==> src/rtl/boot_pkg.sv <==
// Shared boot-loader definitions.
//   loader_state_t : program loader FSM states
//   MAGIC          : frame start byte
//   IMEM_DEPTH     : instruction memory depth in words (same value as the cpu's PC_SIZE)
package boot_pkg;

  typedef enum logic [2:0] {
    IDLE   = 3'd0,
    CNT_LO = 3'd1,
    CNT_HI = 3'd2,
    DATA   = 3'd3,
    CHECK  = 3'd4,
    DONE   = 3'd5,
    ERROR  = 3'd6
  } loader_state_t;

  localparam logic [7:0] MAGIC      = 8'hA5;
  localparam int         IMEM_DEPTH = 8192;

endpackage

==> src/rtl/prog_loader_word_assembler.sv <==
// word_assembler: packs a little-endian byte stream into 32-bit words.
//   clk, reset  : clock, synchronous active-high reset
//   clear       : restart at byte 0 of a new word (takes priority over byte_valid)
//   byte_valid  : byte_in is consumed this cycle
//   byte_in     : incoming byte, LSB of the word first
//   word_valid  : combinational, high in the cycle the 4th byte is consumed
//   word        : combinational assembled word, meaningful while word_valid is high
module word_assembler (
  input  logic        clk,
  input  logic        reset,
  input  logic        clear,
  input  logic        byte_valid,
  input  logic [7:0]  byte_in,
  output logic        word_valid,
  output logic [31:0] word
);

  logic [1:0]  idx_q, idx_d;
  logic [31:0] shift_q, shift_d;

  always_comb begin
    idx_d   = idx_q;
    shift_d = shift_q;
    if (clear) begin
      idx_d   = 2'd0;
      shift_d = 32'd0;
    end else if (byte_valid) begin
      // Index wraps 3 -> 0 naturally; new bytes enter at the top so that
      // after four bytes the first one sits in bits [7:0].
      idx_d   = idx_q + 2'd1;
      shift_d = {byte_in, shift_q[31:8]};
    end
  end

  assign word_valid = byte_valid && !clear && (idx_q == 2'd3);
  assign word       = {byte_in, shift_q[31:8]};

  always_ff @(posedge clk) begin
    if (reset) begin
      idx_q   <= 2'd0;
      shift_q <= 32'd0;
    end else begin
      idx_q   <= idx_d;
      shift_q <= shift_d;
    end
  end

endmodule

==> src/rtl/prog_loader.sv <==
// prog_loader: receives a framed program from the UART receiver, writes it into
// instruction memory and holds the cpu in reset until a frame with a valid
// checksum has been written.
// Frame: MAGIC, count_lo, count_hi, count*4 data bytes (LSB first), checksum
// (XOR of the data bytes).
// Byte handshake: a byte is transferred on a rising clk edge where
// rx_valid & rx_ready; rx_ready is low only in DONE and ERROR.
//   clk, reset            : clock, synchronous active-high reset
//   rx_data/valid/ready   : byte stream from the UART receiver
//   start                 : re-arm pulse, honoured only in DONE or ERROR
//   imem_we/addr/wdata    : instruction memory write port
//   cpu_hold              : active-high reset to the cpu
//   load_done, load_error : frame accepted / rejected
//   words_loaded          : words written in the current or last frame
module prog_loader
  import boot_pkg::*;
#(
  parameter int         IMEM_DEPTH     = boot_pkg::IMEM_DEPTH,
  parameter int         ADDR_W         = 13,
  parameter logic [7:0] MAGIC          = boot_pkg::MAGIC,
  parameter int         TIMEOUT_CYCLES = 1000000
) (
  input  logic              clk,
  input  logic              reset,
  input  logic [7:0]        rx_data,
  input  logic              rx_valid,
  output logic              rx_ready,
  input  logic              start,
  output logic              imem_we,
  output logic [ADDR_W-1:0] imem_addr,
  output logic [31:0]       imem_wdata,
  output logic              cpu_hold,
  output logic              load_done,
  output logic              load_error,
  output logic [ADDR_W:0]   words_loaded
);

  localparam int TO_W = $clog2(TIMEOUT_CYCLES + 1);

  loader_state_t     state_q, state_d;
  logic [7:0]        cnt_lo_q, cnt_lo_d;
  logic [15:0]       count_q, count_d;
  logic [7:0]        csum_q, csum_d;
  logic [TO_W-1:0]   timeout_q, timeout_d;
  logic              imem_we_q, imem_we_d;
  logic [ADDR_W-1:0] imem_addr_q, imem_addr_d;
  logic [31:0]       imem_wdata_q, imem_wdata_d;
  logic [ADDR_W:0]   words_loaded_q, words_loaded_d;

  logic        accept;
  logic        timed_state;
  logic        wa_clear;
  logic        wa_valid;
  logic        word_valid;
  logic [31:0] word;
  logic [ADDR_W:0] wl_next;

  assign rx_ready    = (state_q != DONE) && (state_q != ERROR);
  assign accept      = rx_valid && rx_ready;
  assign timed_state = (state_q == CNT_LO) || (state_q == CNT_HI) ||
                       (state_q == DATA)   || (state_q == CHECK);
  // A new data phase always starts at byte 0 of a word.
  assign wa_clear    = accept && (state_q == CNT_HI);
  assign wa_valid    = accept && (state_q == DATA);
  assign wl_next     = words_loaded_q + (ADDR_W + 1)'(1);

  word_assembler u_word_assembler (
    .clk        (clk),
    .reset      (reset),
    .clear      (wa_clear),
    .byte_valid (wa_valid),
    .byte_in    (rx_data),
    .word_valid (word_valid),
    .word       (word)
  );

  always_comb begin
    state_d        = state_q;
    cnt_lo_d       = cnt_lo_q;
    count_d        = count_q;
    csum_d         = csum_q;
    imem_we_d      = 1'b0;
    imem_addr_d    = imem_addr_q;
    imem_wdata_d   = imem_wdata_q;
    words_loaded_d = words_loaded_q;

    if (!timed_state || accept) timeout_d = '0;
    else                        timeout_d = timeout_q + TO_W'(1);

    case (state_q)
      IDLE: begin
        // Line noise before a frame is dropped silently.
        if (accept && (rx_data == MAGIC)) state_d = CNT_LO;
      end
      CNT_LO: begin
        if (accept) begin
          cnt_lo_d = rx_data;
          state_d  = CNT_HI;
        end
      end
      CNT_HI: begin
        if (accept) begin
          count_d = {rx_data, cnt_lo_q};
          if ((count_d == 16'd0) || (count_d > 16'(IMEM_DEPTH))) begin
            state_d = ERROR;
          end else begin
            state_d        = DATA;
            words_loaded_d = '0;
            csum_d         = 8'd0;
          end
        end
      end
      DATA: begin
        if (accept) begin
          csum_d = csum_q ^ rx_data;
          if (word_valid) begin
            // Write is registered: it appears the cycle after the 4th byte,
            // which lets the next byte be taken without a stall.
            imem_we_d      = 1'b1;
            imem_addr_d    = words_loaded_q[ADDR_W-1:0];
            imem_wdata_d   = word;
            words_loaded_d = wl_next;
            if (16'(wl_next) == count_q) state_d = CHECK;
          end
        end
      end
      CHECK: begin
        if (accept) state_d = (rx_data == csum_q) ? DONE : ERROR;
      end
      DONE, ERROR: begin
        if (start) state_d = IDLE;
      end
      default: state_d = IDLE;
    endcase

    // Only fires on cycles with no accepted byte, so it never competes with
    // a byte-driven transition.
    if (timed_state && !accept && (timeout_q >= TO_W'(TIMEOUT_CYCLES - 1)))
      state_d = ERROR;
  end

  always_ff @(posedge clk) begin
    if (reset) begin
      state_q        <= IDLE;
      cnt_lo_q       <= 8'd0;
      count_q        <= 16'd0;
      csum_q         <= 8'd0;
      timeout_q      <= '0;
      imem_we_q      <= 1'b0;
      imem_addr_q    <= '0;
      imem_wdata_q   <= 32'd0;
      words_loaded_q <= '0;
    end else begin
      state_q        <= state_d;
      cnt_lo_q       <= cnt_lo_d;
      count_q        <= count_d;
      csum_q         <= csum_d;
      timeout_q      <= timeout_d;
      imem_we_q      <= imem_we_d;
      imem_addr_q    <= imem_addr_d;
      imem_wdata_q   <= imem_wdata_d;
      words_loaded_q <= words_loaded_d;
    end
  end

  assign imem_we      = imem_we_q;
  assign imem_addr    = imem_addr_q;
  assign imem_wdata   = imem_wdata_q;
  assign words_loaded = words_loaded_q;
  // Decoded straight from the state so they move on the same edge as the
  // transition into or out of DONE/ERROR.
  assign cpu_hold     = (state_q != DONE);
  assign load_done    = (state_q == DONE);
  assign load_error   = (state_q == ERROR);

endmodule
==> config.mk <==
export PLATFORM = sky130hd
export DESIGN_NAME = prog_loader
export DESIGN_NICKNAME = d
export VERILOG_FILES = /design/src/rtl/boot_pkg.sv /design/src/rtl/prog_loader_word_assembler.sv /design/src/rtl/prog_loader.sv
export SDC_FILE = /design/constraint.sdc
export NUM_CORES = 1
export LEC_CHECK = 0
export CORE_MARGIN = 10
export CORE_UTILIZATION = 60
export CTS_CLUSTER_DIAMETER = 60
export DETAILED_ROUTE_END_ITERATION = 8
export GPL_TIMING_DRIVEN = 0
export HOLD_SLACK_MARGIN = 0.15
export PLACE_DENSITY = 0.85
export REMOVE_ABC_BUFFERS = 1
export SLEW_MARGIN = 20
export SYNTH_ARGS = -nofsm -noshare
export SYNTH_HDL_FRONTEND = slang
export SYNTH_SLANG_ARGS = --single-unit
==> constraint.sdc <==
create_clock -name clk -period 5 [get_ports clk]
set_input_delay 1 -clock clk [delete_from_list [all_inputs] [get_ports clk]]
set_output_delay 1 -clock clk [all_outputs]
set_load 0.01 [all_outputs]
==> results.toml <==
[routing]
wl_mm = 15.8
antenna_left = 0
via_per_inst = 5.84
route.met3.wl_mm = 1.09
drc = 0
drtIter0Drc = 441
drt-pass1-iter-count = 5
highest_layer = "met4"
vias = 5729
wl_met2_mm = 7.70
m1WireLength_mm = 6.71
wl_per_cell_um = 16.1

[clock_tree]
cts_tree = "yes"
clk_pin_slew_ns = 0.06
ctsHoldBuffers = 0
cts_root_buf = "clkbuf_8"
cts_sinks = 141
clk_latency_ns = 0.54
cts_buffers = 17
htreeDepth = 4
post-cts-setup-buffer-count = 0
cts_max_path_buffers = 2
post_cts_resized = 0

[global_routing]
grt_pass1_wl_mm = 25.8
grt_overflow_total = 0
grt_max_degree = 55
antenna_found_initial = 0
grt_pass1_vias = 5368
grt_use_total = 0.213

[synth]
synth_warnings = 0
synth_cells = 796
netlist_area_um2 = 6210
synth_ff_type = "dfxtp_1"
synthArstFlopShare = 0
synth_edf_count = 0
yosysTopAreaCell = "dfxtp_1"
ys_types = 54
yosysSeqAreaShare = 0.455
netlist_top_cells_area = "dfxtp_1 (45%), nand2_1 (12%), a21oi_1 (9.3%), nor2_1 (3.8%), xor2_1 (3.5%)"
yosys.area.top_type_share = 0.455
ys_ff_latch = 141
syn_avg_cell_area_um2 = 7.80

[finish]
final_cell_mix = "nand2_1 (201), dfxtp_1 (141), a21oi_1 (115)"
layout_commonest_cell = "nand2_1"
layout-drive-gt1-share = 0.0556
num-nets-final = 847
antenna_cells = 0
syn_to_final_growth_pct = 21.0
fillers = 771

[timing]
setup_viol_count_final = 0
maxSlewHeadroom = 0.261
hold_violations = 0
tightest_slew_ns = 1.11
fmax_ghz = 0.286
post-route-period-util = 0.699
slew_viol_final = 0
rsz0062_at_grt = "no"
fin_worst_skew_ns = 0.00751
fin_ws_ns = 1.50
min_period_ns = 3.50

[power]
ir_drop_v = 0.000301
power.total_w = 0.00239
p_per_area_nw_per_um2 = 318
p_leak_nw = 2.53

[floorplan]
rows = 37
core_area_um2 = 10200
start_util = 0.609
die_h_um = 122
die_w_um = 122
io-pin-count = 76
die-area_um2 = 14800

[hold_path]
hp-class = "reg2reg"
min-delay-start = "imem_addr[4]$_SDFFE_PP0P_"

[critical_path]
end_kind = "flip-flop"
crit_slowest_cell = "and4b_2"
crit_buf_inv = 2
cp-startpoint = "rx_valid"
cp.arrival_ns = 3.91
required_ns = 5.41
path_delay_family = "simple AND/OR/NAND/NOR gates"
path_cells = "clkdlybuf4s50_1, and4b_2, and2_2, buf_12, and2_1, nand3_1, a21oi_1, a211oi_1"
reg2reg_from = "state_q[0]$_SDFFE_PP0P_"
startpoint_type = "input port"
worstPathMaxFanout = 37
path_class = "in2reg"
cp_slowest_stage_delay_ns = 0.72

[place]
hpwlAfterDp_mm = 10.5
gp_congestion = 0.923
io_buffers = 75
pre_cts_slack_ns = 0.598

[job]
drv_cap = 0

[run_status]
status = "completed"
worst reg2reg max path, cell delays in order (launching register included):
cell	delay [ns]
dfxtp_1	0.61
and4b_2	0.75
and2_2	0.62
buf_12	0.26
and2_1	0.24
nand3_1	0.11
a21oi_1	0.17
a211oi_1	0.09
report_power, final:
| group | switching (W) | leakage, nW | internal [W] |
|---|---|---|---|
| registers | 0.0000000967 | 1.13 | 0.00112 |
| clock network | 0.000473 | 0.281 | 0.000748 |
| logic | 0.0000310 | 1.11 | 0.0000133 |
| total | 0.000504 | 2.53 | 0.00188 |
cells by family after synthesis:
| kind of cell | Yosys count | synth area share |
|---|---|---|
| adder cells (fa/ha/maj) | 3 | 0.00605 |
| multiplexers | 8 | 0.0129 |
| AND/OR/NAND/NOR | 355 | 0.258 |
| buffers and inverters | 69 | 0.0474 |
| flip-flops | 141 | 0.455 |
| AO/OA/AOI/OAI | 179 | 0.161 |
| XOR/XNOR | 41 | 0.0601 |
layout make-up:
type | count | area [um^2] | area share
multi-input cells | 586 | 3100 | 0.413
flip-flops and latches | 141 | 2820 | 0.376
repair buffers | 79 | 813 | 0.108
clock buffers | 22 | 463 | 0.0617
well taps | 136 | 170 | 0.0227
clock inverters | 10 | 113 | 0.0150
inverters | 7 | 26.3 | 0.00350
registers in the layout, indices dropped and copies added (netlist names):
name / cells
count_q: 16
words_loaded: 14
cnt_lo_q: 8
timeout_q: 20
imem_wdata: 32
u_word_assembler.idx_q: 2
state_q: 3
u_word_assembler.shift_q: 24
csum_q: 8
imem_addr: 13
imem_we: 1
path summary, 6_finish.rpt:
kind,to,slack [ns],depth (start not counted)
hold / removal,imem_addr[4]$_SDFFE_PP0P_,0.45,2
setup reg to reg,words_loaded[11]$_SDFFE_PP0P_,2.02,7
hold reg to reg,imem_addr[4]$_SDFFE_PP0P_,0.45,2
setup / recovery,words_loaded[11]$_SDFFE_PP0P_,1.50,8
synth_stat cells (all sizes together) (2+ instances only):
library cell    n
nor4            6
or3             6
xnor2          15
o22ai           5
nor2b           2
ha              3
mux2i           8
o2111ai         4
inv             7
a31oi           2
nand3          14
and3b           2
and4            4
nand4          10
nand3b          3
xor2           25
a211oi          8
nand2b          6
o211ai          4
or2             4
o311ai          3
dfxtp         141
o21ai          27
and4b           3
and2            4
nand2         202
clkbuf         42
and3           13
a21oi         115
nor3           11
o221ai          2
nor2           62
buf            20
per-stage QoR:
step	hold slack, ns	utilization	setup TNS [ns]	cell area [um^2]	cells
2_1_floorplan	0.426	-	0	5940	734
3_3_place_gp	0.439	0.673	-9.71	6860	945
3_5_place_dp	0.449	0.681	0	6930	949
4_1_cts	0.456	0.737	0	7510	981
5_1_grt	0.474	0.737	0	7510	981
6_report	0.452	0.737	0	7510	981
layer usage:
layer,vias to the layer above,track usage
met1,2741,0.259
li1,2773,-
met5,-,0
met3,29,0.0611
met2,186,0.347
met4,0,0.0887
No activity file was read; power rests on OpenSTA's default activity.
